--- config.mk ---
export PLATFORM = sky130hd
export DESIGN_NAME = muldiv_sequencer
export DESIGN_NICKNAME = d
export VERILOG_FILES = /design/src/rtl/muldiv_pkg.sv /design/src/rtl/muldiv_datapath.sv /design/src/rtl/muldiv_sequencer.sv
export SDC_FILE = /design/constraint.sdc
export NUM_CORES = 1
export LEC_CHECK = 0
export BUFFER_PORTS_ARGS = -buffer_cell sky130_fd_sc_hd__buf_2
export CAP_MARGIN = 15
export CORE_ASPECT_RATIO = 0.9
export CORE_MARGIN = 1
export CORE_UTILIZATION = 35
export CTS_BUF_LIST = sky130_fd_sc_hd__clkbuf_8
export DETAILED_ROUTE_END_ITERATION = 8
export PLACE_DENSITY = 0.63
export SETUP_SLACK_MARGIN = 0.3
export SYNTH_ARGS = -nofsm -noshare
export SYNTH_HDL_FRONTEND = slang
export SYNTH_SLANG_ARGS = --single-unit
--- constraint.sdc ---
create_clock -name clk -period 7.8 [get_ports clk]
set_input_delay 1.56 -clock clk [delete_from_list [all_inputs] [get_ports clk]]
set_output_delay 1.56 -clock clk [all_outputs]
set_load 0.01 [all_outputs]
--- src/rtl/muldiv_pkg.sv ---
// Shared op encodings, FSM states and op decode for the iterative mul/div unit.
// Defining MULDIV_SDIV_EN makes OP_SDIV (signed truncating divide) a supported op.
package muldiv_pkg;

  localparam logic [3:0] OP_MUL  = 4'b0111;
  localparam logic [3:0] OP_SMUL = 4'b0110;
  localparam logic [3:0] OP_UMUL = 4'b0101;
  localparam logic [3:0] OP_DIV  = 4'b0100;
  localparam logic [3:0] OP_SDIV = 4'b1110;

  typedef enum logic [1:0] {
    IDLE,
    RUN,
    FIX,
    DONE
  } state_t;

  function automatic logic op_supported(input logic [3:0] op);
    case (op)
      OP_MUL, OP_SMUL, OP_UMUL, OP_DIV: return 1'b1;
`ifdef MULDIV_SDIV_EN
      OP_SDIV: return 1'b1;
`endif
      default: return 1'b0;
    endcase
  endfunction

  function automatic logic op_is_div(input logic [3:0] op);
    return (op == OP_DIV) || (op == OP_SDIV);
  endfunction

endpackage

--- src/rtl/muldiv_datapath.sv ---
// Shift-add multiply / restoring divide datapath with final sign fix-up.
// acc holds {hi,lo}: product accumulator for multiply, {remainder,quotient} for divide.
module muldiv_datapath
  import muldiv_pkg::*;
#(
  parameter int unsigned WIDTH = 32
) (
  input  logic             clk,
  input  logic             reset,
  input  logic             load,
  input  logic             step,
  input  logic [3:0]       op,
  input  logic [WIDTH-1:0] a,
  input  logic [WIDTH-1:0] b,
  output logic [WIDTH-1:0] res_lo,
  output logic [WIDTH-1:0] res_hi
);

  logic               signed_op, a_neg, b_neg;
  logic [WIDTH-1:0]   a_mag, b_mag, opb;
  logic [2*WIDTH-1:0] acc, acc_nx, acc_neg;
  logic [WIDTH:0]     mul_sum, rem_sh;
  logic [WIDTH-1:0]   rem_diff, lo_neg, hi_neg;
  logic               is_div, neg_all, neg_lo, neg_hi, hi_zero;

  always_comb begin
    signed_op = (op == OP_SMUL) || (op == OP_SDIV);
    a_neg     = signed_op && a[WIDTH-1];
    b_neg     = signed_op && b[WIDTH-1];
    a_mag     = a_neg ? ('0 - a) : a;
    b_mag     = b_neg ? ('0 - b) : b;
  end

  always_comb begin
    mul_sum  = {1'b0, acc[2*WIDTH-1:WIDTH]} + (acc[0] ? {1'b0, opb} : '0);
    rem_sh   = acc[2*WIDTH-1:WIDTH-1];
    // When rem_sh >= opb the difference is below opb, so WIDTH bits suffice
    rem_diff = rem_sh[WIDTH-1:0] - opb;
    acc_nx   = {mul_sum, acc[WIDTH-1:1]};
    if (is_div) begin
      if (rem_sh >= {1'b0, opb}) acc_nx = {rem_diff, acc[WIDTH-2:0], 1'b1};
      else                       acc_nx = {rem_sh[WIDTH-1:0], acc[WIDTH-2:0], 1'b0};
    end
  end

  always_comb begin
    acc_neg = '0 - acc;
    lo_neg  = '0 - acc[WIDTH-1:0];
    hi_neg  = '0 - acc[2*WIDTH-1:WIDTH];
    res_lo  = neg_all ? acc_neg[WIDTH-1:0] : (neg_lo ? lo_neg : acc[WIDTH-1:0]);
    res_hi  = hi_zero ? '0 :
              neg_all ? acc_neg[2*WIDTH-1:WIDTH] :
              neg_hi  ? hi_neg : acc[2*WIDTH-1:WIDTH];
  end

  always_ff @(posedge clk) begin
    if (reset) begin
      acc     <= '0;
      opb     <= '0;
      is_div  <= 1'b0;
      neg_all <= 1'b0;
      neg_lo  <= 1'b0;
      neg_hi  <= 1'b0;
      hi_zero <= 1'b0;
    end else if (load) begin
      acc     <= {{WIDTH{1'b0}}, a_mag};
      opb     <= b_mag;
      is_div  <= op_is_div(op);
      neg_all <= (op == OP_SMUL) && (a_neg ^ b_neg);
      neg_lo  <= (op == OP_SDIV) && (a_neg ^ b_neg);
      neg_hi  <= (op == OP_SDIV) && a_neg;
      hi_zero <= (op == OP_MUL);
    end else if (step) begin
      acc <= acc_nx;
    end
  end

endmodule

--- src/rtl/muldiv_sequencer.sv ---
// Iterative MUL/SMUL/UMUL/DIV unit: control FSM, iteration counter, handshake and result registers.
// SDIV support follows the MULDIV_SDIV_EN build option (see muldiv_pkg).
module muldiv_sequencer
  import muldiv_pkg::*;
#(
  parameter int unsigned WIDTH = 32
) (
  input  logic             clk,
  input  logic             reset,
  input  logic             start,
  input  logic [3:0]       op,
  input  logic [WIDTH-1:0] a,
  input  logic [WIDTH-1:0] b,
  output logic             busy,
  output logic             done,
  output logic [WIDTH-1:0] Result,
  output logic [WIDTH-1:0] ResultHi,
  output logic [3:0]       ALUFlags
);

  localparam int unsigned CW = (WIDTH > 1) ? $clog2(WIDTH) : 1;

  state_t           state, state_nx;
  logic [CW-1:0]    count;
  logic             accept, div0, div0_q;
  logic             dp_load, dp_step, res_we;
  logic [WIDTH-1:0] a_q, dp_lo, dp_hi, res_lo_nx, res_hi_nx;

  muldiv_datapath #(.WIDTH(WIDTH)) u_datapath (
    .clk    (clk),
    .reset  (reset),
    .load   (dp_load),
    .step   (dp_step),
    .op     (op),
    .a      (a),
    .b      (b),
    .res_lo (dp_lo),
    .res_hi (dp_hi)
  );

  always_comb begin
    busy   = (state == RUN) || (state == FIX);
    done   = (state == DONE);
    accept = start && !busy && op_supported(op);
    div0   = op_is_div(op) && (b == '0);
  end

  // Divide-by-zero skips RUN and spends its single busy cycle in FIX
  always_comb begin
    state_nx = state;
    dp_load  = 1'b0;
    dp_step  = 1'b0;
    res_we   = 1'b0;
    case (state)
      IDLE, DONE: begin
        state_nx = IDLE;
        if (accept) begin
          state_nx = div0 ? FIX : RUN;
          dp_load  = !div0;
        end
      end
      RUN: begin
        dp_step = 1'b1;
        if (count == '0) state_nx = FIX;
      end
      FIX: begin
        res_we   = 1'b1;
        state_nx = DONE;
      end
      default: state_nx = IDLE;
    endcase
    res_lo_nx = div0_q ? '1  : dp_lo;
    res_hi_nx = div0_q ? a_q : dp_hi;
  end

  always_ff @(posedge clk) begin
    if (reset) begin
      state    <= IDLE;
      count    <= '0;
      div0_q   <= 1'b0;
      a_q      <= '0;
      Result   <= '0;
      ResultHi <= '0;
      ALUFlags <= '0;
    end else begin
      state <= state_nx;
      if (accept) begin
        div0_q <= div0;
        a_q    <= a;
        count  <= CW'(WIDTH - 1);
      end else if (dp_step) begin
        count <= count - 1'b1;
      end
      if (res_we) begin
        Result   <= res_lo_nx;
        ResultHi <= res_hi_nx;
        ALUFlags <= {res_lo_nx[WIDTH-1], (res_lo_nx == '0), 2'b00};
      end
    end
  end

endmodule

==> PnR_summary.wiki, run 1 <==
{| class="wikitable"
! Metric !! Value
|-
| Half-perimeter wire length after detailed placement || 43600 um
|-
| Mapped Cells || 2108
|-
| Global-route met2 utilization || 36.7%
|-
| Hold Path Class || register to register
|-
| Classification of the worst setup path || primary input to register
|-
| Reg2Reg Depth || 8
|-
| Net count, final || 2301
|-
| Wire length of the first global-routing pass || 88700 um
|-
| Top_reg_cell synth || sky130_fd_sc_hd__dfxtp_1
|-
| Post-route clock skew || 0.0221 ns
|-
| Fin. Hold Viols || 0
|-
| Final critical delay including setup and external delays || 4.46 ns
|-
| Maximum capacitance violations || 0
|-
| Residual overflow from global routing || 0
|-
| Rows || 73
|-
| Final setup vio count || 0
|-
| Number of filler cells placed in the layout || 4713
|-
| Met1 usage in global routing || 36.2%
|-
| Pin count of the biggest net entering global routing || 104
|-
| #FFs+latches synth || 206
|-
| Hold buffers post-CTS || 0
|-
| Number of enable flip-flop cells after synthesis || 0
|-
| Number of buffers created by CTS || 38
|-
| Slew Limit Fails || 0
|-
| Slew Limit Headroom || 26.6%
|-
| Share of post-route cells with drive strength above 1 || 12.1%
|-
| Endpoint with the worst hold slack || a_q[30]
|-
| Startpoint of the worst-slack reg-to-reg timing path || u_datapath.acc[43]
|-
| Clock-pin transition on the worst setup and hold timing paths || 0.06 ns
|-
| Number of buffers added on ports || 138
|-
| Floorplan die height || 203 um
|-
| Global placement routability congestion || 0.934
|-
| Initial cell density of the core || 35.6%
|-
| Critical Path Start Type || primary input
|-
| Peak VDD IR || 0.101 mV
|-
| Worst path arrival time || 4.85 ns
|-
| Worst skew pair latency || 0.56 ns
|-
| Area share of the largest cell type after synthesis || 26.2%
|-
| Unrepaired setup endpoints after global routing || no
|-
| Leakage || 6.82 nW
|-
| Layer with the highest usage || met2
|-
| Overall die width || 225 um
|-
| Number of library cell types mapped by synthesis || 91
|-
| Run status || complete, no violations
|-
| DRC Markers || 0
|-
| Power after layout || 0.00385 W
|-
| Number of global-route vias before repair || 15.3k
|-
| Setup bufs post-CTS || 0
|-
| Register-to-register setup slack || 3.45 ns
|-
| Count of synthesis-stage warnings from yosys || 0
|-
| Post-cts repair resize count || 0
|-
| Maximum count of clock buffers along a single path || 3
|-
| Footprint of the flip-flops and latches || 4130 sq um
|-
| Clock tree root driver cell || sky130_fd_sc_hd__clkbuf_8
|-
| Initial DRC Count || 1726
|-
| Placeable core region || 44200 sq um
|-
| Vias per Instance || 5.91
|-
| Top cells by area, synth || sky130_fd_sc_hd__dfxtp_1 26%, sky130_fd_sc_hd__a211oi_1 6.6%, sky130_fd_sc_hd__nor2_1 6.3%
|-
| Share of the clock period used by the worst path after layout || 57.1%
|-
| Multi-input gate area || 10700 sq um
|-
| Floorplan die area || 45800 sq um
|-
| Proportion of synthesized chip area in sequential cells || 26.2%
|-
| All-Layer GR Usage || 24.7%
|-
| CTS tree || done
|-
| Routed length per instance || 20.7 um
|-
| Endpoint kind of the worst setup timing path || register
|-
| Total Wirelength || 57600 um
|-
| Worst Hold Launch || a_q[30]
|-
| Synthesized area divided by synthesized cell count || 7.46 sq um
|-
| Total standard cell area after synthesis || 15700 sq um
|-
| Antenna violations before repair || 1
|-
| Total via count after detailed routing || 16.5k
|-
| Total Neg Setup Slack || 0 ns
|-
| Required @ worst endpoint || 8.19 ns
|-
| Pwr/cell area || 219 nW/um^2
|-
| Crit Path Max Fanout || 65
|-
| CTS HTree Levels || 2
|-
| Detailed-routing iteration count for the pre-antenna-repair pass || 6
|-
| Met3 Resource Use GR || 4.24%
|-
| Slew at the pin closest to its max-slew limit || 1.10 ns
|-
| Max Fclk || 0.224 GHz
|-
| Leading area contributor after synthesis || sky130_fd_sc_hd__dfxtp_1
|-
| Sink Count || 206
|-
| Ports placed on the boundary || 141
|-
| P&R area growth vs syn || 11.7%
|-
| Cell depth of the worst min-delay path || 2
|-
| Number of nets still failing antenna checks after routing || 0
|-
| Synth async-reset ratio || 0%
|-
| Worst r2r dst || u_datapath.acc[49]
|-
| Final antenna diode count || 0
|}
## per-layer routing
layer | wire length [um] | vias to the layer above
li1 | - | 7834
met1 | 26900 | 7805
met2 | 24200 | 732
met3 | 5190 | 80
met4 | 1270 | 2
met5 | 13 | -
## cell usage in the layout, fill, tap and decap left out, drive strengths merged, types with 18 or more instances in the layout
| cell | netlist | final |
|---|---|---|
| a211oi | 139 | 139 |
| a22oi | 20 | 20 |
| a31oi | 35 | 35 |
| nor2 | 269 | 269 |
| a21oi | 177 | 177 |
| a21o | 24 | 24 |
| mux2i | 41 | 41 |
| o211ai | 18 | 18 |
| nor3 | 71 | 71 |
| nor4 | 27 | 27 |
| xnor2 | 89 | 89 |
| o21a | 19 | 19 |
| ha | 73 | 73 |
| nand2 | 176 | 176 |
| xor2 | 61 | 61 |
| and3 | 21 | 21 |
| or3 | 25 | 25 |
| inv | 82 | 92 |
| o21ai | 101 | 101 |
| nand3 | 43 | 43 |
| clkbuf | 117 | 50 |
| dfxtp | 206 | 206 |
| buf | 35 | 158 |
## cells by family (layout without fill, tap and decap cells)
| family | count (synthesis) | count (layout) | synth area share (%) |
|---|---|---|---|
| buffers and inverters | 234 | 307 | 5.96 |
| and+or+nand+nor | 726 | 726 | 21.8 |
| muxes | 43 | 43 | 2.75 |
| adders and majority gates | 75 | 75 | 6.06 |
| DFF | 206 | 206 | 26.2 |
| xor gates and xnor gates | 150 | 150 | 8.35 |
| AOI/OAI and AO/OA | 673 | 673 | 28.8 |
| other | 1 | 2 | 0.0238 |
## state kept, by name, indices dropped and copies added, names as in the netlist
signal / flops
u_datapath.opb: 32
ALUFlags: 1
u_datapath.neg_hi: 1
a_q: 32
u_datapath.is_div: 1
u_datapath.neg_lo: 1
u_datapath.acc: 64
u_datapath.neg_all: 1
div0_q: 1
state: 2
count: 5
Result: 32
ResultHi: 32
u_datapath.hi_zero: 1
## cell type report
type / instances / area share (%)
Timing Repair Buffer: 158 / 4.80
Multi-Input combinational cell: 1669 / 60.9
Inverter: 82 / 1.75
Sequential cell: 206 / 23.5
Clock buffer: 50 / 3.92
Tap cell: 600 / 4.27
Clock inverter: 17 / 0.898
## worst max path at each step
| stage | startpoint | endpoint | slack [ns] | depth (start not counted) |
|---|---|---|---|---|
| final | b[1] | u_datapath.acc[11] | 3.34 | 10 |
| after global routing | b[0] | u_datapath.acc[9] | 3.12 | 10 |
| after CTS | b[0] | u_datapath.acc[11] | 3.43 | 10 |
| after detailed placement | b[0] | u_datapath.acc[11] | 2.84 | 10 |
| after global placement | b[0] | u_datapath.acc[46] | 2.88 | 12 |
| after floorplan | b[0] | u_datapath.acc[0] | 4.00 | 10 |
## metrics by stage
| step | setup WS, ns | area [sq um] | hold slack, ns | util, % | cells |
|---|---|---|---|---|---|
| after floorplan | 4.00 | 15700 | 0.432 | - | 2109 |
| after global placement | 2.88 | 16700 | 0.443 | 37.8 | 2715 |
| after detailed placement | 2.84 | 16700 | 0.447 | 37.8 | 2715 |
| after CTS | 3.43 | 17600 | 0.456 | 39.7 | 2782 |
| after global routing | 3.12 | 17600 | 0.469 | 39.7 | 2782 |
| final | 3.34 | 17600 | 0.456 | 39.7 | 2782 |
## worst max-delay path: stages
cell and delay [ns]:
sky130_fd_sc_hd__buf_2 0.13, sky130_fd_sc_hd__inv_1 0.05, sky130_fd_sc_hd__ha_1 0.14, sky130_fd_sc_hd__or3b_1 0.40, sky130_fd_sc_hd__nor4b_2 0.39, sky130_fd_sc_hd__nand4_1 0.26
sky130_fd_sc_hd__o41a_2 0.96, sky130_fd_sc_hd__buf_4 0.49, sky130_fd_sc_hd__a211oi_1 0.33, sky130_fd_sc_hd__a211oi_1 0.08
## synthesized netlist by cell type, types with 21 or more instances
cell and count:
sky130_fd_sc_hd__nor4_1 25, sky130_fd_sc_hd__nor2_1 265, sky130_fd_sc_hd__mux2i_1 41, sky130_fd_sc_hd__a211oi_1 138, sky130_fd_sc_hd__xor2_1 61, sky130_fd_sc_hd__a31oi_1 34
sky130_fd_sc_hd__and3_1 21, sky130_fd_sc_hd__a21oi_1 176, sky130_fd_sc_hd__inv_1 81, sky130_fd_sc_hd__clkbuf_1 117, sky130_fd_sc_hd__nor3_1 68, sky130_fd_sc_hd__nand3_1 43
sky130_fd_sc_hd__xnor2_1 89, sky130_fd_sc_hd__nand2_1 176, sky130_fd_sc_hd__a21o_1 23, sky130_fd_sc_hd__ha_1 73, sky130_fd_sc_hd__o21ai_0 97, sky130_fd_sc_hd__dfxtp_1 206
sky130_fd_sc_hd__or3_1 25
## power breakdown
| group | internal, W | switching, W | total [W] | leakage, nW |
|---|---|---|---|---|
| logic | 0.000509 | 0.000917 | 0.00143 | 4.67 |
| registers | 0.00115 | 0.000114 | 0.00127 | 1.68 |
| clock network | 0.000675 | 0.000485 | 0.00116 | 0.469 |
| total | 0.00234 | 0.00152 | 0.00385 | 6.82 |
Note: power is estimated with default switching activity, not from simulation.
==> run 2, diff against run 1 <==
--- a/config.mk
+++ b/config.mk
@@ -12,7 +12,7 @@
 export CORE_UTILIZATION = 35
 export CTS_BUF_LIST = sky130_fd_sc_hd__clkbuf_8
 export DETAILED_ROUTE_END_ITERATION = 8
-export PLACE_DENSITY = 0.63
+export PLACE_DENSITY = 0.65
 export SETUP_SLACK_MARGIN = 0.3
 export SYNTH_ARGS = -nofsm -noshare
 export SYNTH_HDL_FRONTEND = slang
==> constraint.sdc (replaced) <==
create_clock -name clk -period 4.1 [get_ports clk]
set_input_delay 0.82 -clock clk [delete_from_list [all_inputs] [get_ports clk]]
set_output_delay 0.82 -clock clk [all_outputs]
set_load 0.01 [all_outputs]
==> PnR_summary.wiki, run 2 (synthesis results as in run 1) <==
{| class="wikitable"
! Metric !! Value
|-
| Run status || complete, no violations
|-
| Number of global-route vias before repair || 15.2k
|-
| CTS HTree Levels || 2
|-
| Residual overflow from global routing || 0
|-
| Peak VDD IR || 0.241 mV
|-
| Classification of the worst setup path || register to register
|-
| Multi-input gate area || 10700 sq um
|-
| P&R area growth vs syn || 13.2%
|-
| Pwr/cell area || 415 nW/um^2
|-
| Floorplan die area || 45800 sq um
|-
| Clock-pin transition on the worst setup and hold timing paths || 0.06 ns
|-
| Wire length of the first global-routing pass || 89000 um
|-
| Initial DRC Count || 1735
|-
| Clock tree root driver cell || sky130_fd_sc_hd__clkbuf_8
|-
| Critical Path Start Type || register
|-
| Combinational share of power || 39.1%
|-
| Ports placed on the boundary || 141
|-
| Number of nets still failing antenna checks after routing || 0
|-
| Placeable core region || 44200 sq um
|-
| Max Fclk || 0.284 GHz
|-
| Most flop-heavy register || u_datapath.acc
|-
| Power after layout || 0.00739 W
|-
| Most common library cell in the layout ignoring fill and taps || sky130_fd_sc_hd__nor2_1
|-
| Delay of the slowest cell on the worst path || 0.55 ns
|-
| Sink Count || 206
|-
| Rows || 73
|-
| Slew at the pin closest to its max-slew limit || 0.909 ns
|-
| Fin. Hold Viols || 0
|-
| Total Neg Setup Slack || 0 ns
|-
| Post-route clock skew || 0.0322 ns
|-
| Crit Path Max Fanout || 11
|-
| Initial cell density of the core || 35.6%
|-
| Net count, final || 2339
|-
| Share of post-route cells with drive strength above 1 || 13.5%
|-
| Pin count of the biggest net entering global routing || 74
|-
| Maximum count of clock buffers along a single path || 3
|-
| Number of buffers added on ports || 138
|-
| Final critical delay including setup and external delays || 3.53 ns
|-
| Total via count after detailed routing || 16.7k
|-
| Switching portion of total power || 40.2%
|-
| Internal power || 0.00442 W
|-
| Setup bufs post-CTS || 0
|-
| Clock power frac || 28.6%
|-
| Endpoint kind of the worst setup timing path || register
|-
| Most frequent cells in the layout || 263 x sky130_fd_sc_hd__nor2_1, 204 x sky130_fd_sc_hd__dfxtp_1, 176 x sky130_fd_sc_hd__nand2_1, 176 x sky130_fd_sc_hd__a21oi_1, 138 x sky130_fd_sc_hd__a211oi_1
|-
| Sw power || 0.00297 W
|-
| Worst skew pair latency || 0.60 ns
|-
| Footprint of the flip-flops and latches || 4130 sq um
|-
| Unrepaired setup endpoints after global routing || no
|-
| Share of the clock period used by the worst path after layout || 86.0%
|-
| Half-perimeter wire length after detailed placement || 45100 um
|-
| Final setup vio count || 0
|-
| Post-cts repair resize count || 0
|-
| CTS tree || done
|-
| Global placement routability congestion || 1.01
|-
| Leakage || 7.00 nW
|-
| Detailed-routing iteration count for the pre-antenna-repair pass || 7
|-
| Hold buffers post-CTS || 0
|-
| Slew Limit Headroom || 39.2%
|-
| DRC Markers || 0
|-
| Antenna violations before repair || 0
|-
| Share of total power in sequential cells || 32.3%
|-
| Slew Limit Fails || 0
|-
| Total Wirelength || 58700 um
|-
| Maximum capacitance violations || 0
|-
| Floorplan die height || 203 um
|-
| Vias per Instance || 5.91
|-
| Overall die width || 225 um
|-
| Number of filler cells placed in the layout || 4625
|-
| Required @ worst endpoint || 4.60 ns
|-
| Max stage delay cell, worst path || sky130_fd_sc_hd__or4_4
|-
| Final antenna diode count || 0
|-
| Largest register FFs || 64
|-
| All-Layer GR Usage || 25.0%
|-
| Routed length per instance || 20.8 um
|-
| Hold Path Class || register to register
|-
| Critical Path, Cell by Cell || inv_1 -> ha_1 -> nand4_1 -> or4_4 -> nor3_1 -> nand3_1 -> o2111a_1 -> buf_4 -> a211oi_1 -> o21ai_0 -> a221oi_1
|-
| Number of buffers created by CTS || 40
|-
| Worst path arrival time || 4.03 ns
|}
[run 2: worst paths after layout]
kind	startpoint	to	slack, ns	cells after the start
worst min-delay path	a_q[27]	a_q[27]	0.46	2
worst min register to register	a_q[27]	a_q[27]	0.46	2
worst max-delay path	u_datapath.opb[26]	u_datapath.acc[43]	0.57	11
worst max register to register	u_datapath.opb[26]	u_datapath.acc[43]	0.57	11
[run 2: stage by stage]
step	instances	hold WS (ns)	util [%]	cell area [sq um]	setup WS (ns)
after floorplan	2109	0.432	-	15700	0.900
after global placement	2751	0.443	38.4	17000	0.368
after detailed placement	2751	0.448	38.4	17000	0.324
after CTS	2822	0.456	40.3	17800	0.503
after global routing	2822	0.469	40.3	17800	0.354
final	2822	0.457	40.3	17800	0.575
[run 2: power groups by stage]
stage                     Clock [W]  Sequential [W]  Combinational (W)
after floorplan                   0         0.00240            0.00188
after global placement            0         0.00242            0.00279
after detailed placement          0         0.00242            0.00282
after CTS                   0.00215         0.00238            0.00283
after global routing        0.00224         0.00240            0.00311
final                       0.00212         0.00239            0.00289
[run 2: layout make-up]
type	count	area share, %
Clock inverter	20	0.625
Timing Repair Buffer	194	6.25
Inverter	82	1.73
Tap cell	600	4.21
Sequential cell	206	23.2
Multi-Input combinational cell	1669	60.1
Clock buffer	51	3.94
[run 2: per-layer routing]
layer | part of all wire [%] | wire length, um | global-route usage [%]
met1 | 47 | 27700 | 36.9
met2 | 42 | 24500 | 36.6
met3 | 8.8 | 5160 | 4.46
met4 | 2.3 | 1370 | 7.51
met5 | 0 | 0 | 0
[run 2: critical path: cells and delay by family (launching register included)]
kind,cells,cell delay (ns)
AOI/OAI and AO/OA,4,1.00
DFF,1,0.34
adders and majority gates,1,0.51
and+or+nand+nor,4,1.22
buffers and inverters,2,0.37
